## src/rtl/writeback.sv

```systemverilog
`default_nettype none
// ============================================================================
//  Module      : writeback
//  Description : Register-file write-back stage. Buffers retired results in
//                a small FIFO, formats the write data per instruction class
//                and presents a stable data/rd word with a single-cycle
//                strobe (setup / strobe / hold) to the register file write
//                port. Also counts retired instructions.
//  Revision    : 1.0 - initial release
// ============================================================================
module writeback #(
  parameter int DEPTH = 2
) (
  input  logic        clk,
  input  logic        reset,
  input  logic        res_valid_i,
  output logic        res_ready_o,
  input  logic [4:0]  itype_i,
  input  logic [4:0]  rd_i,
  input  logic [2:0]  funct3_i,
  input  logic [31:0] alu_i,
  input  logic [31:0] mem_i,
  input  logic [31:0] pc_i,
  output logic [31:0] wd_o,
  output logic [4:0]  wd_rd_o,
  output logic        wd_q_o,
  output logic        busy_o,
  output logic [31:0] retire_cnt_o
);

  // Instruction-class encodings shared with the execute stage.
  localparam logic [4:0] RTYPE  = 5'd1;
  localparam logic [4:0] ITYPE  = 5'd2;
  localparam logic [4:0] STYPE  = 5'd3;
  localparam logic [4:0] BTYPE  = 5'd4;
  localparam logic [4:0] LTYPE  = 5'd5;
  localparam logic [4:0] UTYPE  = 5'd6;
  localparam logic [4:0] JTYPE  = 5'd7;
  localparam logic [4:0] JRTYPE = 5'd8;

  localparam int PTR_W = $clog2(DEPTH);
  localparam logic [PTR_W:0] FULL_COUNT = (PTR_W+1)'(DEPTH);

  typedef struct packed {
    logic [4:0]  itype;
    logic [4:0]  rd;
    logic [2:0]  funct3;
    logic [31:0] alu;
    logic [31:0] mem;
    logic [31:0] pc;
  } entry_t;

  typedef enum logic [1:0] {
    IDLE   = 2'd0,
    SETUP  = 2'd1,
    STROBE = 2'd2,
    HOLD   = 2'd3
  } state_t;

  // FIFO storage and bookkeeping
  entry_t           store [DEPTH];
  logic [PTR_W-1:0] wr_ptr;
  logic [PTR_W-1:0] rd_ptr;
  logic [PTR_W:0]   count;
  logic             full;
  logic             empty;
  logic             push;
  logic             pop;

  // Head decode
  entry_t           head;
  logic [7:0]       load_byte;
  logic [15:0]      load_half;
  logic [31:0]      write_data;
  logic             write_en;

  // FSM
  state_t           state;
  state_t           next_state;
  logic             load_wd;
  logic             strobe_next;
  logic             retire;

  assign full  = (count == FULL_COUNT);
  assign empty = (count == '0);

  // Ready depends only on registered occupancy: a full FIFO refuses a push
  // even when the head is leaving in the same cycle.
  assign res_ready_o = reset && !full;
  assign push        = res_valid_i && res_ready_o;
  assign busy_o      = !empty || (state != IDLE);

  // FIFO payload write; entries beyond the pointers are don't-care, so the
  // array itself needs no reset.
  always_ff @(posedge clk) begin
    if (push) begin
      store[wr_ptr] <= '{itype: itype_i, rd: rd_i, funct3: funct3_i,
                         alu: alu_i, mem: mem_i, pc: pc_i};
    end
  end

  // FIFO pointers and occupancy count
  always_ff @(posedge clk) begin
    if (!reset) begin
      wr_ptr <= '0;
      rd_ptr <= '0;
      count  <= '0;
    end else begin
      if (push) begin
        wr_ptr <= wr_ptr + PTR_W'(1);
      end
      if (pop) begin
        rd_ptr <= rd_ptr + PTR_W'(1);
      end
      case ({push, pop})
        2'b10:   count <= count + (PTR_W+1)'(1);
        2'b01:   count <= count - (PTR_W+1)'(1);
        default: count <= count;
      endcase
    end
  end

  // Select and format the write data for the FIFO head
  always_comb begin
    head       = store[rd_ptr];
    load_byte  = head.mem[{head.alu[1:0], 3'b000} +: 8];
    load_half  = head.mem[{head.alu[1], 4'b0000} +: 16];
    write_data = head.alu;
    write_en   = 1'b0;
    case (head.itype)
      RTYPE, ITYPE, UTYPE: begin
        write_data = head.alu;
        write_en   = 1'b1;
      end
      JTYPE, JRTYPE: begin
        write_data = head.pc + 32'd4;
        write_en   = 1'b1;
      end
      LTYPE: begin
        write_en = 1'b1;
        case (head.funct3)
          3'b000:  write_data = {{24{load_byte[7]}}, load_byte};
          3'b001:  write_data = {{16{load_half[15]}}, load_half};
          3'b100:  write_data = {24'd0, load_byte};
          3'b101:  write_data = {16'd0, load_half};
          default: write_data = head.mem;
        endcase
      end
      STYPE, BTYPE: write_en = 1'b0;
      default:      write_en = 1'b0;
    endcase
    // x0 is hard-wired zero: never write it.
    if (head.rd == 5'd0) begin
      write_en = 1'b0;
    end
  end

  // FSM state register
  always_ff @(posedge clk) begin
    if (!reset) begin
      state <= IDLE;
    end else begin
      state <= next_state;
    end
  end

  // FSM next state and control strobes
  always_comb begin
    next_state  = state;
    pop         = 1'b0;
    load_wd     = 1'b0;
    strobe_next = 1'b0;
    retire      = 1'b0;
    case (state)
      IDLE: begin
        if (!empty) begin
          pop = 1'b1;
          if (write_en) begin
            load_wd    = 1'b1;
            next_state = SETUP;
          end else begin
            // Non-writing entries retire immediately, one per cycle.
            retire = 1'b1;
          end
        end
      end
      SETUP: begin
        strobe_next = 1'b1;
        next_state  = STROBE;
      end
      STROBE: begin
        retire     = 1'b1;
        next_state = HOLD;
      end
      HOLD: begin
        next_state = IDLE;
      end
      default: begin
        next_state = IDLE;
      end
    endcase
  end

  // Register-file port outputs and retire counter
  always_ff @(posedge clk) begin
    if (!reset) begin
      wd_o         <= '0;
      wd_rd_o      <= '0;
      wd_q_o       <= 1'b0;
      retire_cnt_o <= '0;
    end else begin
      if (load_wd) begin
        wd_o    <= write_data;
        wd_rd_o <= head.rd;
      end
      // Registered strobe: high only while the FSM sits in STROBE.
      wd_q_o <= strobe_next;
      if (retire) begin
        retire_cnt_o <= retire_cnt_o + 32'd1;
      end
    end
  end

endmodule
`default_nettype wire

```

## config.mk

```make
export PLATFORM = sky130hd
export DESIGN_NAME = writeback
export DESIGN_NICKNAME = d
export VERILOG_FILES = /design/src/rtl/writeback.sv
export SDC_FILE = /design/constraint.sdc
export NUM_CORES = 1
export LEC_CHECK = 0
export ABC_AREA = 1
export BUFFER_PORTS_ARGS = -buffer_cell sky130_fd_sc_hd__clkbuf_2
export CORE_ASPECT_RATIO = 0.75
export CORE_MARGIN = 1
export CORE_UTILIZATION = 50
export CTS_BUF_LIST = sky130_fd_sc_hd__clkbuf_8 sky130_fd_sc_hd__clkbuf_16
export CTS_CLUSTER_DIAMETER = 30
export DETAILED_ROUTE_END_ITERATION = 8
export HOLD_SLACK_MARGIN = 0.12
export PLACE_DENSITY = 0.73
export SLEW_MARGIN = 20
export SYNTH_ARGS = -nofsm -noshare
export SYNTH_HDL_FRONTEND = slang
export SYNTH_SLANG_ARGS = --single-unit
```

## constraint.sdc

```tcl
create_clock -name clk -period 6.65 [get_ports clk]
set_input_delay 1.33 -clock clk [delete_from_list [all_inputs] [get_ports clk]]
set_output_delay 1.33 -clock clk [all_outputs]
set_load 0.02 [all_outputs]
```

==> results_dict.tcl <==
set metrics [dict create \
    core_area_um2 27300 \
    post_cts_buffers 0 \
    viasPerCell 5.40 \
    postCtsHoldBufs 0 \
    diodes 0 \
    maxSlewHeadroom 0.337 \
    synthFlopType "edfxtp_1" \
    die_area_um2 28700 \
    wl_per_cell_um 18.0 \
    nFillCells 2307 \
    p_seq_frac 0.334 \
    comb_power_share 0.293 \
    cp-end-kind "flop" \
    cts_resized 0 \
    slew_violations 0 \
    p_per_area_nw_per_um2 411 \
    cts.sinks 295 \
    p_total_uw 6890 \
    grt_util_met3 0.0583 \
    seq_area_frac_synth 0.577 \
    min_period_over_period 0.585 \
    finClkSkew_ns 0.0137 \
    ir_drop_uv 278 \
    intPower_uw 4360 \
    grt_util_all_layers 0.273 \
    vias 11600 \
    grt_max_degree 78 \
    leakage_uw 0.00701 \
    path_max_fanout 67 \
    hp-start "rd_ptr" \
    gp_congestion 0.964 \
    layout-drive-gt1-share 0.186 \
    switching_share 0.367 \
    drc 0 \
    reg2reg_depth 11 \
    h-tree-depth 2 \
    hold_viol 0 \
    clkPwrFrac 0.373 \
    p_sw_uw 2530 \
    grt.overflow.total 0 \
    worstHoldPathCells 1 \
    antenna_found_initial 0 \
    worstSkewPairLatency_ns 0.56 \
    grt-busiest-layer "met1" \
    ioPinCount 184 \
    drtIter0Drc 1134 \
    ys.warnings.count 0 \
    start_kind "flop" \
    cts_tree "yes" \
    antenna_left 0 \
    min_path_type "reg2reg" \
    layout_setup_ws_ns 2.76 \
    dieWidth_um 195 \
    use_met2 0.397 \
    tightest_slew_ns 0.994 \
    finalWirelength_um 38700 \
    rr_endpoint "retire_cnt_o[13]" \
    cts_inserted_buffers 50 \
    use_met1 0.408 \
    netlist_area_um2 14000 \
    synthCells 1579 \
    setup_viol 0 \
    io_buffer_count 183 \
    critPathKind "reg2reg" \
    ys_types 41 \
    reg2reg_slack_ns 2.76 \
    dr.pass1.iters 5 \
    required_ns 7.13 \
    nets 1880 \
    status "completed" \
    hpwlAfterDp_um 27200 \
    grt_pass1_wl_um 59900 \
    setup_tns_ns 0 \
    start_util 0.514 \
    cap_violations 0 \
    rsz0062_at_grt "false" \
    syn-num-nets 1697 \
    syn_area_per_cell_um2 8.88 \
    ys_ff_latch 295 \
    arrival_ns 4.37 \
    first_global_vias 10700 \
    num_rows 52 \
    ctsRootBufferMaster "clkbuf_16" \
    max_freq_mhz 257 \
    dieHeight_um 147 \
    holdPathEnd "rd_ptr" \
    finalCriticalPeriod_ns 3.89 \
    syn_to_final_growth_pct 19.7 \
    synth_edf_count 218 \
    cts_buffer_depth 3 \
    place_ws_ns 2.78 \
    path_clk_slew_ns 0.05 \
    async_flop_share 0 \
]
==> flip-flops by register name, indices dropped and copies added, names as in the netlist, named ones only <==
name	cells
wd_q_o	1
wd_rd_o	5
count	2
store	218
wd_o	32
state	2
rd_ptr	1
retire_cnt_o	32
wr_ptr	1
==> worst max-delay path, stage by stage (launching register included) <==
cell and delay [ns]:
dfxtp_4 0.54, buf_4 0.60, nand2_1 0.17, nand2_1 0.17
nor2_1 0.08, nand3_2 0.50, nand3_2 0.21, nand2_1 0.11
nand2_2 0.38, nand2_2 0.66, nand2_1 0.14, a21oi_1 0.20
==> cell usage in the layout, fill, tap and decap left out, types with 7 or more instances in the layout <==
cell / n
or2_2: 12
o21ai_0: 44
clkinv_4: 7
o21ai_1: 10
nand3_1: 116
o21bai_1: 10
clkbuf_2: 183
dfxtp_1: 76
nor3_1: 14
mux2i_1: 14
xor2_1: 16
nand2_2: 18
inv_1: 113
nand2_1: 534
a31oi_1: 8
nor2_1: 155
buf_4: 10
a21oi_1: 91
xnor2_1: 11
edfxtp_1: 218
nand4_1: 12
clkbuf_16: 51
inv_6: 8
==> per-layer routing <==
layer,part of all wire,up-vias,wire length [um]
met5,0,-,0
met4,0.022,0,859
met3,0.099,58,3830
met2,0.43,544,16500
met1,0.45,5426,17500
li1,-,5603,-
==> worst max path at each step <==
stage	start	to	slack, ns	cells past startpoint
after detailed placement	flop	retire_cnt_o[1]	2.78	12
final	flop	retire_cnt_o[13]	2.76	11
after global routing	flop	retire_cnt_o[0]	2.34	12
after global placement	flop	retire_cnt_o[1]	2.89	12
after CTS	flop	retire_cnt_o[13]	2.78	11
after floorplan	reset	store[0][0]	-0.82	5
==> Yosys cell counts, types with 3 or more instances <==
cell	number	area (um^2)
buf_4	9	67.6
nand3_2	3	30.0
o21bai_1	10	75.1
xnor2_1	11	96.3
inv_1	107	402
o21ai_0	44	220
xor2_1	16	140
nand3_1	116	581
buf_6	6	67.6
dfxtp_1	77	1540
mux2i_1	14	140
nor3b_1	3	22.5
o21ai_1	10	50.1
nor2_2	6	37.5
buf_2	22	110
a31oi_1	8	50.1
edfxtp_1	218	6550
clkbuf_1	18	67.6
ha_1	6	75.1
nand2_1	534	2000
buf_8	5	75.1
inv_2	6	22.5
nand3b_1	6	45.0
nor2_4	3	33.8
nand2_2	18	113
nor3_1	14	70.1
nand4_1	12	75.1
a21oi_1	91	455
or2_2	12	75.1
nor2_1	157	589
==> cells by family after synthesis <==
kind of cell	synth area share
AND/OR/NAND/NOR	0.267
flip-flops	0.577
buffers and inverters	0.0594
AO/OA/AOI/OAI	0.0642
XOR/XNOR	0.0169
multiplexers	0.0100
adder cells (fa/ha/maj)	0.00535
==> power groups by stage <==
stage	combinational (uW)	clock [uW]	sequential [uW]
6_report	2020	2570	2300
2_1_floorplan	1450	0	2360
5_1_grt	2230	2690	2310
4_1_cts	2000	2600	2300
3_3_place_gp	1960	0	2330
3_5_place_dp	1980	0	2330
==> per-stage QoR <==
stage	instance area, um^2	std cells	hold slack [ns]	util
after floorplan	14000	1579	0.426	-
after global placement	15100	2061	0.439	0.553
after detailed placement	15100	2061	0.453	0.553
after CTS	16800	2154	0.458	0.616
after global routing	16800	2154	0.482	0.616
final	16800	2154	0.463	0.616
==> area by class of cell <==
class / count / area, um^2 / area share
Timing Repair Buffer: 193 / 991 / 0.0590
Clock buffer: 51 / 1280 / 0.0760
Sequential cell: 295 / 8090 / 0.482
Clock inverter: 42 / 433 / 0.0258
Tap cell: 351 / 439 / 0.0262
Inverter: 116 / 438 / 0.0261
Multi-Input combinational cell: 1106 / 5110 / 0.305
(Power assumes the default switching activity.)
